### config.mk
export PLATFORM = sky130hd
export DESIGN_NAME = servgrid_host_bridge
export DESIGN_NICKNAME = d
export VERILOG_FILES = /design/src/rtl/servgrid_pkg.sv /design/src/rtl/servgrid_host_bridge.sv
export SDC_FILE = /design/constraint.sdc
export NUM_CORES = 1
export LEC_CHECK = 0
export BUFFER_PORTS_ARGS = -buffer_cell sky130_fd_sc_hd__buf_4
export CAP_MARGIN = 40
export CORE_AREA = 2 2 280 282
export CTS_CLUSTER_DIAMETER = 120
export CTS_CLUSTER_SIZE = 25
export DETAILED_ROUTE_END_ITERATION = 10
export DIE_AREA = 0 0 282 284
export GPL_TIMING_DRIVEN = 1
export PLACE_DENSITY = 0.3
export SYNTH_ARGS = -nofsm -noshare
export SYNTH_HDL_FRONTEND = slang
export SYNTH_SLANG_ARGS = --single-unit
### constraint.sdc
create_clock -name wb_clk -period 8 [get_ports wb_clk]
set_input_delay 1.6 -clock wb_clk [delete_from_list [all_inputs] [get_ports wb_clk]]
set_output_delay 1.6 -clock wb_clk [all_outputs]
set_load 0.02 [all_outputs]
### src/rtl/servgrid_pkg.sv
// Shared definitions for the SERV tile grid: bridge FSM encoding, tile-index
// width helper and default address-map constants.
package servgrid_pkg;

    typedef enum logic [2:0] {
        S_IDLE  = 3'd0,
        S_UNI   = 3'd1,
        S_BCAST = 3'd2,
        S_RESP  = 3'd3,
        S_ERR   = 3'd4
    } bridge_state_t;

    localparam int TILE_LSB_DEFAULT  = 16;
    localparam int BCAST_BIT_DEFAULT = 31;

    // Width of the tile-index field; never narrower than one bit.
    function automatic int tile_w(input int n);
        return (n <= 2) ? 1 : $clog2(n);
    endfunction

endpackage

### src/rtl/servgrid_host_bridge.sv
// Registered Wishbone bridge from the single host master to the nrow*ncol
// servant tiles: unicast, broadcast write, ack collection, error and timeout.
module servgrid_host_bridge
    import servgrid_pkg::*;
#(
    parameter int nrow      = 4,
    parameter int ncol      = 4,
    parameter int tile_lsb  = TILE_LSB_DEFAULT,
    parameter int bcast_bit = BCAST_BIT_DEFAULT,
    parameter int timeout   = 255
) (
    input  logic                    wb_clk,
    input  logic                    wb_rst,
    input  logic [31:0]             i_wb_adr,
    input  logic [31:0]             i_wb_dat,
    input  logic [3:0]              i_wb_sel,
    input  logic                    i_wb_we,
    input  logic                    i_wb_stb,
    output logic [31:0]             o_wb_rdt,
    output logic                    o_wb_ack,
    output logic                    o_wb_err,
    output logic [31:0]             o_tile_adr,
    output logic [31:0]             o_tile_dat,
    output logic [3:0]              o_tile_sel,
    output logic                    o_tile_we,
    output logic [nrow*ncol-1:0]    o_tile_stb,
    input  logic [32*nrow*ncol-1:0] i_tile_rdt,
    input  logic [nrow*ncol-1:0]    i_tile_ack,
    output logic [2:0]              o_dbg_state
);

    // Host handshake: classic Wishbone. The host holds i_wb_stb and its fields
    // until exactly one of o_wb_ack/o_wb_err pulses for one cycle, then drops
    // stb; the bridge ignores stb in the cycle right after that pulse.

    localparam int ntile = nrow * ncol;
    localparam int tw    = tile_w(ntile);
    localparam logic [tw:0]       ntile_v  = (tw+1)'(ntile);
    localparam logic [15:0]       cnt_last = 16'(timeout - 1);
    localparam logic [ntile-1:0]  pend_one = ntile'(1);

    bridge_state_t     state, state_n;
    logic [ntile-1:0]  pend, pend_n;
    logic [15:0]       cnt, cnt_n;
    logic              hold;
    logic              accept;
    logic [tw-1:0]     idx;
    logic [31:0]       rd_reg, rd_cap;
    logic              capture;

    assign idx = i_wb_adr[tile_lsb +: tw];

    // State register
    always_ff @(posedge wb_clk or posedge wb_rst) begin
        if (wb_rst) begin
            state <= S_IDLE;
            pend  <= '0;
            cnt   <= '0;
            hold  <= 1'b0;
        end else begin
            state <= state_n;
            pend  <= pend_n;
            cnt   <= cnt_n;
            hold  <= (state == S_RESP) || (state == S_ERR);
        end
    end

    // Next-state logic
    always_comb begin
        state_n = state;
        pend_n  = pend;
        cnt_n   = cnt;
        accept  = 1'b0;
        case (state)
            S_IDLE: begin
                if (i_wb_stb && !hold) begin
                    accept = 1'b1;
                    cnt_n  = '0;
                    if (i_wb_adr[bcast_bit]) begin
                        if (i_wb_we) begin
                            state_n = S_BCAST;
                            pend_n  = '1;
                        end else begin
                            state_n = S_ERR;
                        end
                    end else if ({1'b0, idx} >= ntile_v) begin
                        state_n = S_ERR;
                    end else begin
                        state_n = S_UNI;
                        pend_n  = pend_one << idx;
                    end
                end
            end
            S_UNI, S_BCAST: begin
                pend_n = pend & ~i_tile_ack;
                cnt_n  = cnt + 16'd1;
                // A final ack in the timeout cycle still completes normally.
                if (pend_n == '0) begin
                    state_n = S_RESP;
                end else if (cnt == cnt_last) begin
                    state_n = S_ERR;
                    pend_n  = '0;
                end
            end
            S_RESP, S_ERR: state_n = S_IDLE;
            default: begin
                state_n = S_IDLE;
                pend_n  = '0;
            end
        endcase
    end

    always_comb begin
        rd_cap = '0;
        for (int t = 0; t < ntile; t++) begin
            if (pend[t] && i_tile_ack[t]) begin
                rd_cap = rd_cap | i_tile_rdt[32*t +: 32];
            end
        end
    end

    assign capture = |(pend & i_tile_ack);

    // Shared tile fields and read register; cleared on accept so broadcast reads back 0.
    always_ff @(posedge wb_clk or posedge wb_rst) begin
        if (wb_rst) begin
            o_tile_adr <= '0;
            o_tile_dat <= '0;
            o_tile_sel <= '0;
            o_tile_we  <= 1'b0;
            rd_reg     <= '0;
        end else if (accept) begin
            o_tile_adr <= i_wb_adr;
            o_tile_dat <= i_wb_dat;
            o_tile_sel <= i_wb_sel;
            o_tile_we  <= i_wb_we;
            rd_reg     <= '0;
        end else if (state == S_UNI && capture) begin
            rd_reg <= rd_cap;
        end
    end

    // Output logic
    always_comb begin
        o_tile_stb  = ((state == S_UNI) || (state == S_BCAST)) ? pend : '0;
        o_wb_ack    = (state == S_RESP);
        o_wb_err    = (state == S_ERR);
        o_wb_rdt    = o_wb_ack ? rd_reg : 32'h0;
        o_dbg_state = state;
    end

endmodule

==> results of run 1 <==
metrics by stage:
step	hold WS, ns	power, uW	setup slack [ns]
finish	0.477	5260	4.27
global route	0.501	5610	4.12
CTS	0.485	5380	4.17
detailed placement	0.465	4440	4.11
global placement	0.461	4380	4.00
floorplan	0.494	2820	2.73
cell usage after synthesis, types with 2 or more instances:
master and n:
buf_1 8, or2_2 2, o22a_1 2, nor2_1 49, a221oi_1 72, nand3_1 10
ha_1 2, nor2b_1 7, nand2b_1 18, a221o_1 16, o21ai_0 4, a21o_1 2
a22oi_1 112, a21oi_1 22, inv_1 3, or3_1 5, mux2i_1 32, xnor2_1 4
a22o_1 72, clkbuf_1 86, and4_1 20, nor4_1 4, buf_2 4, dfrtp_1 137
nand4_1 25, nand2_1 271, and2_1 65, xor2_1 9, nor3_1 17
where the power goes:
group | total (uW) | internal (uW) | switching, uW | leakage (uW)
Combinational | 3160 | 1250 | 1910 | 0.00579
Clock | 878 | 478 | 400 | 0.000290
Sequential | 1220 | 978 | 242 | 0.00177
Total | 5260 | 2700 | 2560 | 0.00785
critical path, stage by stage (launching register included):
cell,delay (ns)
dfrtp_1,0.56
nand2_1,0.18
nor2_4,0.36
buf_16,0.21
and2_1,0.17
buf_4,0.15
metal layers:
layer / GRT usage [%] / up-vias
met5: 0 / -
met4: 7.35 / 42
met3: 8.04 / 130
met2: 36.7 / 675
met1: 23.7 / 6036
li1: - / 5454
cell families (layout without fill, tap and decap cells):
group / after synthesis / in the layout
muxes: 32 / 32
buffers and inverters: 103 / 784
xor gates and xnor gates: 13 / 13
DFF: 137 / 137
other: 0 / 26
adders and majority gates: 2 / 2
and+or+nand+nor: 501 / 501
AOI/OAI and AO/OA: 309 / 309
final timing paths:
kind                       slack [ns]             end            from
max reg2reg                      5.38      rd_reg[19]        pend[10]
max in group asynchronous        5.54       rd_reg[0]          wb_rst
min                              0.48   o_tile_dat[4]   o_tile_dat[4]
max                              4.27    o_wb_rdt[20]  o_dbg_state[1]
min in group asynchronous        1.27  o_tile_dat[17]          wb_rst
min reg2reg                      0.48   o_tile_dat[4]   o_tile_dat[4]
final cells by class:
type                            count  area [sq um]
Inverter                            4          20.0
Tap cell                         1040          1300
Fill cell                        8707         60500
Sequential cell                   137          3430
Timing Repair Buffer              748          5690
Multi-Input combinational cell    857          5390
Antenna cell                       26          65.1
Clock inverter                     13           161
Clock buffer                       19           443
==> flow_metrics.tcl, run 1 <==
set metrics [dict create \
    cts.sinks 137 \
    grt_max_degree 71 \
    vias 12300 \
    dp_cells 2786 \
    cap_viol_max_count 0 \
    fin_cells 2844 \
    synth_top_family_by_area "compound AO/OA/AOI/OAI gates" \
    drt_iter0_markers 905 \
    period_needed_ns 3.73 \
    ir_drop_mv 0.190 \
    synth_top_area_cell "dfrtp_1" \
    clock_path_buffers 2 \
    tightest_slew_ns 0.862 \
    die_area_sq_mm 0.0801 \
    dpl.hpwl_mm 70.1 \
    cts_resized 0 \
    nets 2367 \
    drive_above_1_share_pct 45.5 \
    portBuffers 721 \
    cts_root_buf "clkbuf_16" \
    synth_compound_area_share_pct 27.1 \
    relSlewSlack_pct 42.5 \
    status "completed" \
    cp-end-kind "primary output" \
    dr.pass1.iters 5 \
    avgSynthCellArea_sq_um 8.36 \
    mostFrequentLayoutCells "742 x buf_4, 270 x nand2_1, 137 x dfrtp_1" \
    grt_pass1_vias 12900 \
    wl_mm 87.3 \
    post-route-cell-area_sq_mm 0.0165 \
    core_area_sq_mm 0.0770 \
    routabilityCongestion 0.950 \
    async_flop_share_pct 100 \
    final_util_pct 21.4 \
    dieHeight_um 284 \
    grtUsageTotal_pct 21.2 \
    cp.required_ns 6.40 \
    htree_levels 4 \
    crit_path_max_fanout 24 \
    wl_met1_mm 32.8 \
    clk_pin_slew_worst_paths_ns 0.08 \
    grt_pass1_wl_mm 115 \
    fin_crit_sh_pct 46.6 \
    max_freq_ghz 0.268 \
    ctsHoldBuffers 0 \
    setup_tns_ns 0 \
    routed.top_layer "met5" \
    cts_buffers 17 \
    leakagePower_uw 0.00785 \
    setup_viol 0 \
    synth_area_leaders "dfrtp_1 37%, nand2_1 11%, a22oi_1 9.2%" \
    synth.area.mux_share_pct 3.49 \
    yosysSeqAreaShare_pct 37.4 \
    core.rowCount 102 \
    worstSetupPathType "reg2out" \
    r2r_cells 7 \
    place_area_sq_mm 0.0158 \
    synth_xor_xnor_area_share_pct 1.24 \
    slew_viol_final 0 \
    final_common_cell "buf_4" \
    ys_ff_latch 137 \
    finClkSkew_ns 0.0135 \
    route.met2.wl_mm 43.4 \
    hold_violations 0 \
    initial_core_util_pct 11.9 \
    yosysWarnings 0 \
    hp-class "reg2reg" \
    wl_per_cell_um 30.7 \
    clkLatencyLatePin_ns 0.48 \
    overflow 0 \
    crit_arrival_ns 2.13 \
    synth_nets 1699 \
    antenna_found_initial 64 \
    synth_cells 1097 \
    area_growth_pct 80.0 \
    whs_path_depth 2 \
    syn_area_sq_mm 0.00917 \
    synthFlopType "dfrtp_1" \
    post_cts_buffers 0 \
    wl_met3_mm 8.53 \
    synth_adder_area_share_pct 0.273 \
    drc_errors 0 \
    synth-simple-area-share_pct 26.1 \
    power-per-cell-area_mw_per_mm2 319 \
    synth_cell_types 46 \
    netlist.area_leader.share_pct 37.4 \
    via_per_inst 4.34 \
    die_w_um 282 \
    grt_setup_unrepaired "no" \
    synth-edff-count 0 \
    pin_count 722 \
    crit_path_start_kind "register" \
    drtAntennaViolNets 0 \
    cts_tree "done" \
]
(Power assumes the default switching activity.)
==> inputs of run 2 (changes only) <==
--- a/config.mk
+++ b/config.mk
@@ -7,11 +7,11 @@
 export LEC_CHECK = 0
 export BUFFER_PORTS_ARGS = -buffer_cell sky130_fd_sc_hd__buf_4
 export CAP_MARGIN = 40
-export CORE_AREA = 2 2 280 282
+export CORE_AREA = 2 2 282 284
 export CTS_CLUSTER_DIAMETER = 120
 export CTS_CLUSTER_SIZE = 25
 export DETAILED_ROUTE_END_ITERATION = 10
-export DIE_AREA = 0 0 282 284
+export DIE_AREA = 0 0 284 286
 export GPL_TIMING_DRIVEN = 1
 export PLACE_DENSITY = 0.3
 export SYNTH_ARGS = -nofsm -noshare
==> constraint.sdc (replaced) <==
create_clock -name wb_clk -period 3.6 [get_ports wb_clk]
set_input_delay 0.72 -clock wb_clk [delete_from_list [all_inputs] [get_ports wb_clk]]
set_output_delay 0.72 -clock wb_clk [all_outputs]
set_load 0.02 [all_outputs]
==> run 2 against run 1 <==
Net effect:
- sequential share of layout area down 0.17 points
- highest routed layer unchanged
- flip-flop and latch count unchanged
- global-route usage increased by 0.090 points
==> flow_metrics.tcl, run 2 (synthesized netlist as in run 1, its figures left out) <==
set metrics [dict create \
    status "completed" \
    finClkSkew_ns 0.0124 \
    grt_setup_unrepaired "no" \
    cp-end-kind "primary output" \
    cpMaxStageDelayCell "dfrtp_1" \
    pin_count 722 \
    drc_errors 0 \
    leakagePower_uw 0.00791 \
    crit_buf_inv 2 \
    grt_pass1_vias 13000 \
    area_growth_pct 81.5 \
    hp-class "in2async" \
    antenna_found_initial 61 \
    fin_crit_sh_pct 85.2 \
    overflow 0 \
    grt_pass1_wl_mm 118 \
    cts_root_buf "clkbuf_16" \
    routabilityCongestion 0.926 \
    drt_iter0_markers 906 \
    crit_chain "nand2_1 -> nor2_4 -> buf_4 -> and2_1 -> buf_4" \
    max_freq_ghz 0.326 \
    power-per-cell-area_mw_per_mm2 699 \
    cts_buffers 17 \
    cp.required_ns 2.88 \
    nets 2379 \
    cts_tree "done" \
    core.rowCount 103 \
    drive_above_1_share_pct 45.9 \
    htree_levels 4 \
    grt_max_degree 83 \
    drtAntennaViolNets 0 \
    portBuffers 721 \
    relSlewSlack_pct 44.4 \
    setup_tns_ns 0 \
    crit_arrival_ns 2.35 \
    wl_per_cell_um 31.2 \
    vias 12400 \
    cap_viol_max_count 0 \
    cts.sinks 137 \
    dpl.hpwl_mm 73.1 \
    period_needed_ns 3.07 \
    clk_pin_slew_worst_paths_ns 0.07 \
    die_area_sq_mm 0.0812 \
    mostFrequentLayoutCells "750 x buf_4, 270 x nand2_1, 137 x dfrtp_1" \
    grtUsageTotal_pct 21.3 \
    core_area_sq_mm 0.0784 \
    wl_mm 89.3 \
    crit_family "flip-flops" \
    clock_path_buffers 2 \
    hold_violations 0 \
    final_common_cell "buf_4" \
    cpPeakStageDelay_ns 0.68 \
    finalPower_uw 11600 \
    post_cts_buffers 0 \
    dr.pass1.iters 5 \
    worstSetupPathType "reg2out" \
    die_w_um 284 \
    path_common_cell "buf_4" \
    crit_path_max_fanout 33 \
    clkLatencyLatePin_ns 0.47 \
    cts_resized 0 \
    dieHeight_um 286 \
    setup_viol 0 \
    initial_core_util_pct 11.7 \
    ctsHoldBuffers 0 \
    tightest_slew_ns 0.834 \
    ir_drop_mv 0.424 \
    slew_viol_final 0 \
    crit_path_start_kind "register" \
    via_per_inst 4.32 \
]
run 2: per-layer routing:
metal	part of all wire, %	track usage, %	wire, um
met1	38	24.0	34200
met2	50	37.6	44800
met3	8.7	7.66	7780
met4	2.6	6.55	2290
met5	0.15	0	134
run 2: area by class of cell:
cell class / count / area (sq um)
Clock inverter: 13 / 156
Tap cell: 1050 / 1310
Clock buffer: 19 / 443
Sequential cell: 137 / 3430
Fill cell: 8908 / 61700
Multi-Input combinational cell: 857 / 5390
Inverter: 4 / 18.8
Antenna cell: 24 / 60.1
Timing Repair Buffer: 760 / 5830
run 2: final timing paths:
| check | from | endpoint | slack [ns] | depth (start not counted) |
|---|---|---|---|---|
| worst max-delay path | o_dbg_state[1] | o_wb_rdt[17] | 0.53 | 5 |
| worst min-delay path | wb_rst | o_tile_adr[28] | 0.18 | 2 |
| worst max register to register | pend[15] | rd_reg[31] | 1.08 | 6 |
| worst min register to register | o_tile_dat[2] | o_tile_dat[2] | 0.47 | 2 |
| max in group asynchronous | wb_rst | rd_reg[22] | 2.45 | 4 |
| min in group wb_clk | i_wb_adr[28] | o_tile_adr[28] | 0.43 | 3 |
run 2: power breakdown:
part           total (uW)  switching (uW)  leakage, uW  internal [uW]
sequential           2710             540      0.00177           2170
clock                1960             899     0.000288           1060
combinational        6960            4130      0.00585           2830
run 2: metrics by stage:
stage	hold slack, ns	worst slack, ns	util [%]	area (sq um)	cells
after floorplan	0.494	1.17	-	9170	1097
after global placement	0.460	0.566	20.3	15900	2804
after detailed placement	0.463	0.547	20.4	16000	2808
after CTS	0.118	0.417	21.2	16600	2840
after global routing	0.152	0.382	21.2	16600	2850
final	0.181	0.531	21.2	16600	2864
==> inputs of run 3 (changes only) <==
==> constraint.sdc (replaced) <==
create_clock -name wb_clk -period 3.6 [get_ports wb_clk]
set_input_delay 0.36 -clock wb_clk [delete_from_list [all_inputs] [get_ports wb_clk]]
set_output_delay 0.36 -clock wb_clk [all_outputs]
set_load 0.02 [all_outputs]
==> run 3 against run 2 <==
Net effect:
- register-to-register slack better by 0.13 ns
- flip-flop and latch count did not move
- largest cell class unchanged
- largest power group unchanged
- highest routed layer unchanged
- non-clock buffer count unchanged
==> flow_metrics.tcl, run 3 (synthesized netlist as in run 1, its figures left out) <==
set metrics [dict create \
    clock_path_buffers 2 \
    antenna_found_initial 52 \
    power-per-cell-area_mw_per_mm2 701 \
    core.rowCount 103 \
    cap_viol_max_count 0 \
    hp-class "in2reg" \
    overflow 0 \
    cpPeakStageDelay_ns 0.59 \
    cts_buffers 17 \
    die_w_um 284 \
    portBuffers 721 \
    tightest_slew_ns 0.919 \
    drtAntennaViolNets 0 \
    wl_mm 89.4 \
    nets 2379 \
    drt_iter0_markers 752 \
    place_area_sq_mm 0.0160 \
    clk_pin_slew_worst_paths_ns 0.07 \
    vias 12500 \
    leakagePower_uw 0.00792 \
    cpMaxStageDelayCell "dfrtp_1" \
    initial_core_util_pct 11.7 \
    period_needed_ns 2.86 \
    dieHeight_um 286 \
    die_area_sq_mm 0.0812 \
    ctsHoldBuffers 1 \
    max_freq_ghz 0.350 \
    cts_resized 0 \
    finalPower_uw 11700 \
    crit_arrival_ns 2.50 \
    final_util_pct 21.2 \
    regArea_sq_mm 0.00343 \
    ir_drop_mv 0.350 \
    wl_per_cell_um 31.3 \
    setup_tns_ns 0 \
    crit_path_start_kind "register" \
    grt_pass1_vias 13000 \
    cts.sinks 137 \
    grt_setup_unrepaired "no" \
    cts_root_buf "clkbuf_16" \
    slew_viol_final 0 \
    pin_count 722 \
    status "completed" \
    routabilityCongestion 0.929 \
    final_common_cell "buf_4" \
    clkLatencyLatePin_ns 0.48 \
    setup_viol 0 \
    path_common_cell "buf_4" \
    cp.required_ns 3.24 \
    worstSetupPathType "reg2out" \
    area_growth_pct 81.4 \
    multi_input_area_sq_mm 0.00539 \
    grt_pass1_wl_mm 118 \
    cts_tree "done" \
    drive_above_1_share_pct 45.8 \
    grt_max_degree 83 \
    via_per_inst 4.37 \
    finClkSkew_ns 0.0162 \
    nFillCells 8913 \
    drc_errors 0 \
    dr.pass1.iters 5 \
    htree_levels 4 \
    cp-end-kind "primary output" \
    dpl.hpwl_mm 73.7 \
    post_cts_buffers 0 \
    crit_chain "nand2_1 -> nor2_4 -> buf_4 -> and2_1 -> buf_4" \
    mostFrequentLayoutCells "748 x buf_4, 270 x nand2_1, 137 x dfrtp_1" \
    core_area_sq_mm 0.0784 \
    grtUsageTotal_pct 21.3 \
    relSlewSlack_pct 38.8 \
    crit_path_max_fanout 23 \
    post-route-cell-area_sq_mm 0.0166 \
    hold_violations 0 \
    fin_crit_sh_pct 79.4 \
]
==> run 3: worst max-delay path: cells and delay by family, from the launching register on <==
kind	cells	cell delay (ns)
buf+inv	2	0.48
flops	1	0.59
simple gates	3	0.94
==> run 3: area by class of cell <==
cell class / count / area share (%)
Antenna cell: 18 / 0.271
Clock buffer: 18 / 2.64
Clock inverter: 13 / 0.926
Timing Repair Buffer: 760 / 35.1
Inverter: 4 / 0.113
Sequential cell: 137 / 20.6
Tap cell: 1050 / 7.90
Multi-Input combinational cell: 857 / 32.4
==> run 3: path summary, 6_finish.rpt <==
kind | end | cells after the start | from | slack (ns)
max | o_wb_rdt[9] | 5 | o_dbg_state[1] | 0.74
min | o_tile_dat[25] | 3 | i_wb_dat[25] | 0.06
max reg2reg | rd_reg[9] | 7 | pend[11] | 1.21
min reg2reg | o_tile_dat[2] | 2 | o_tile_dat[2] | 0.48
max in group asynchronous | pend[0] | 5 | wb_rst | 2.28
min in group asynchronous | o_tile_dat[28] | 3 | wb_rst | 0.45
==> run 3: metal layers <==
metal | routed length, um | vias up | GRT usage (%)
met1 | 34900 | 6220 | 24.6
met4 | 1770 | 18 | 5.80
met5 | 115 | - | 0
met3 | 7110 | 116 | 6.63
li1 | - | 5459 | -
met2 | 45400 | 671 | 37.8
==> run 3: stage by stage <==
| step | std cells | hold slack (ns) | setup slack (ns) |
|---|---|---|---|
| after CTS | 2839 | 0.0149 | 0.612 |
| after detailed placement | 2807 | 0.385 | 1.17 |
| after global placement | 2804 | 0.459 | 1.15 |
| final | 2857 | 0.0627 | 0.741 |
| after floorplan | 1097 | 0.465 | 1.36 |
| after global routing | 2846 | 0.0329 | 0.533 |
==> run 3: where the power goes <==
part	switching (uW)	internal (uW)
Sequential	488	2170
Combinational	4230	2830
Clock	881	1050
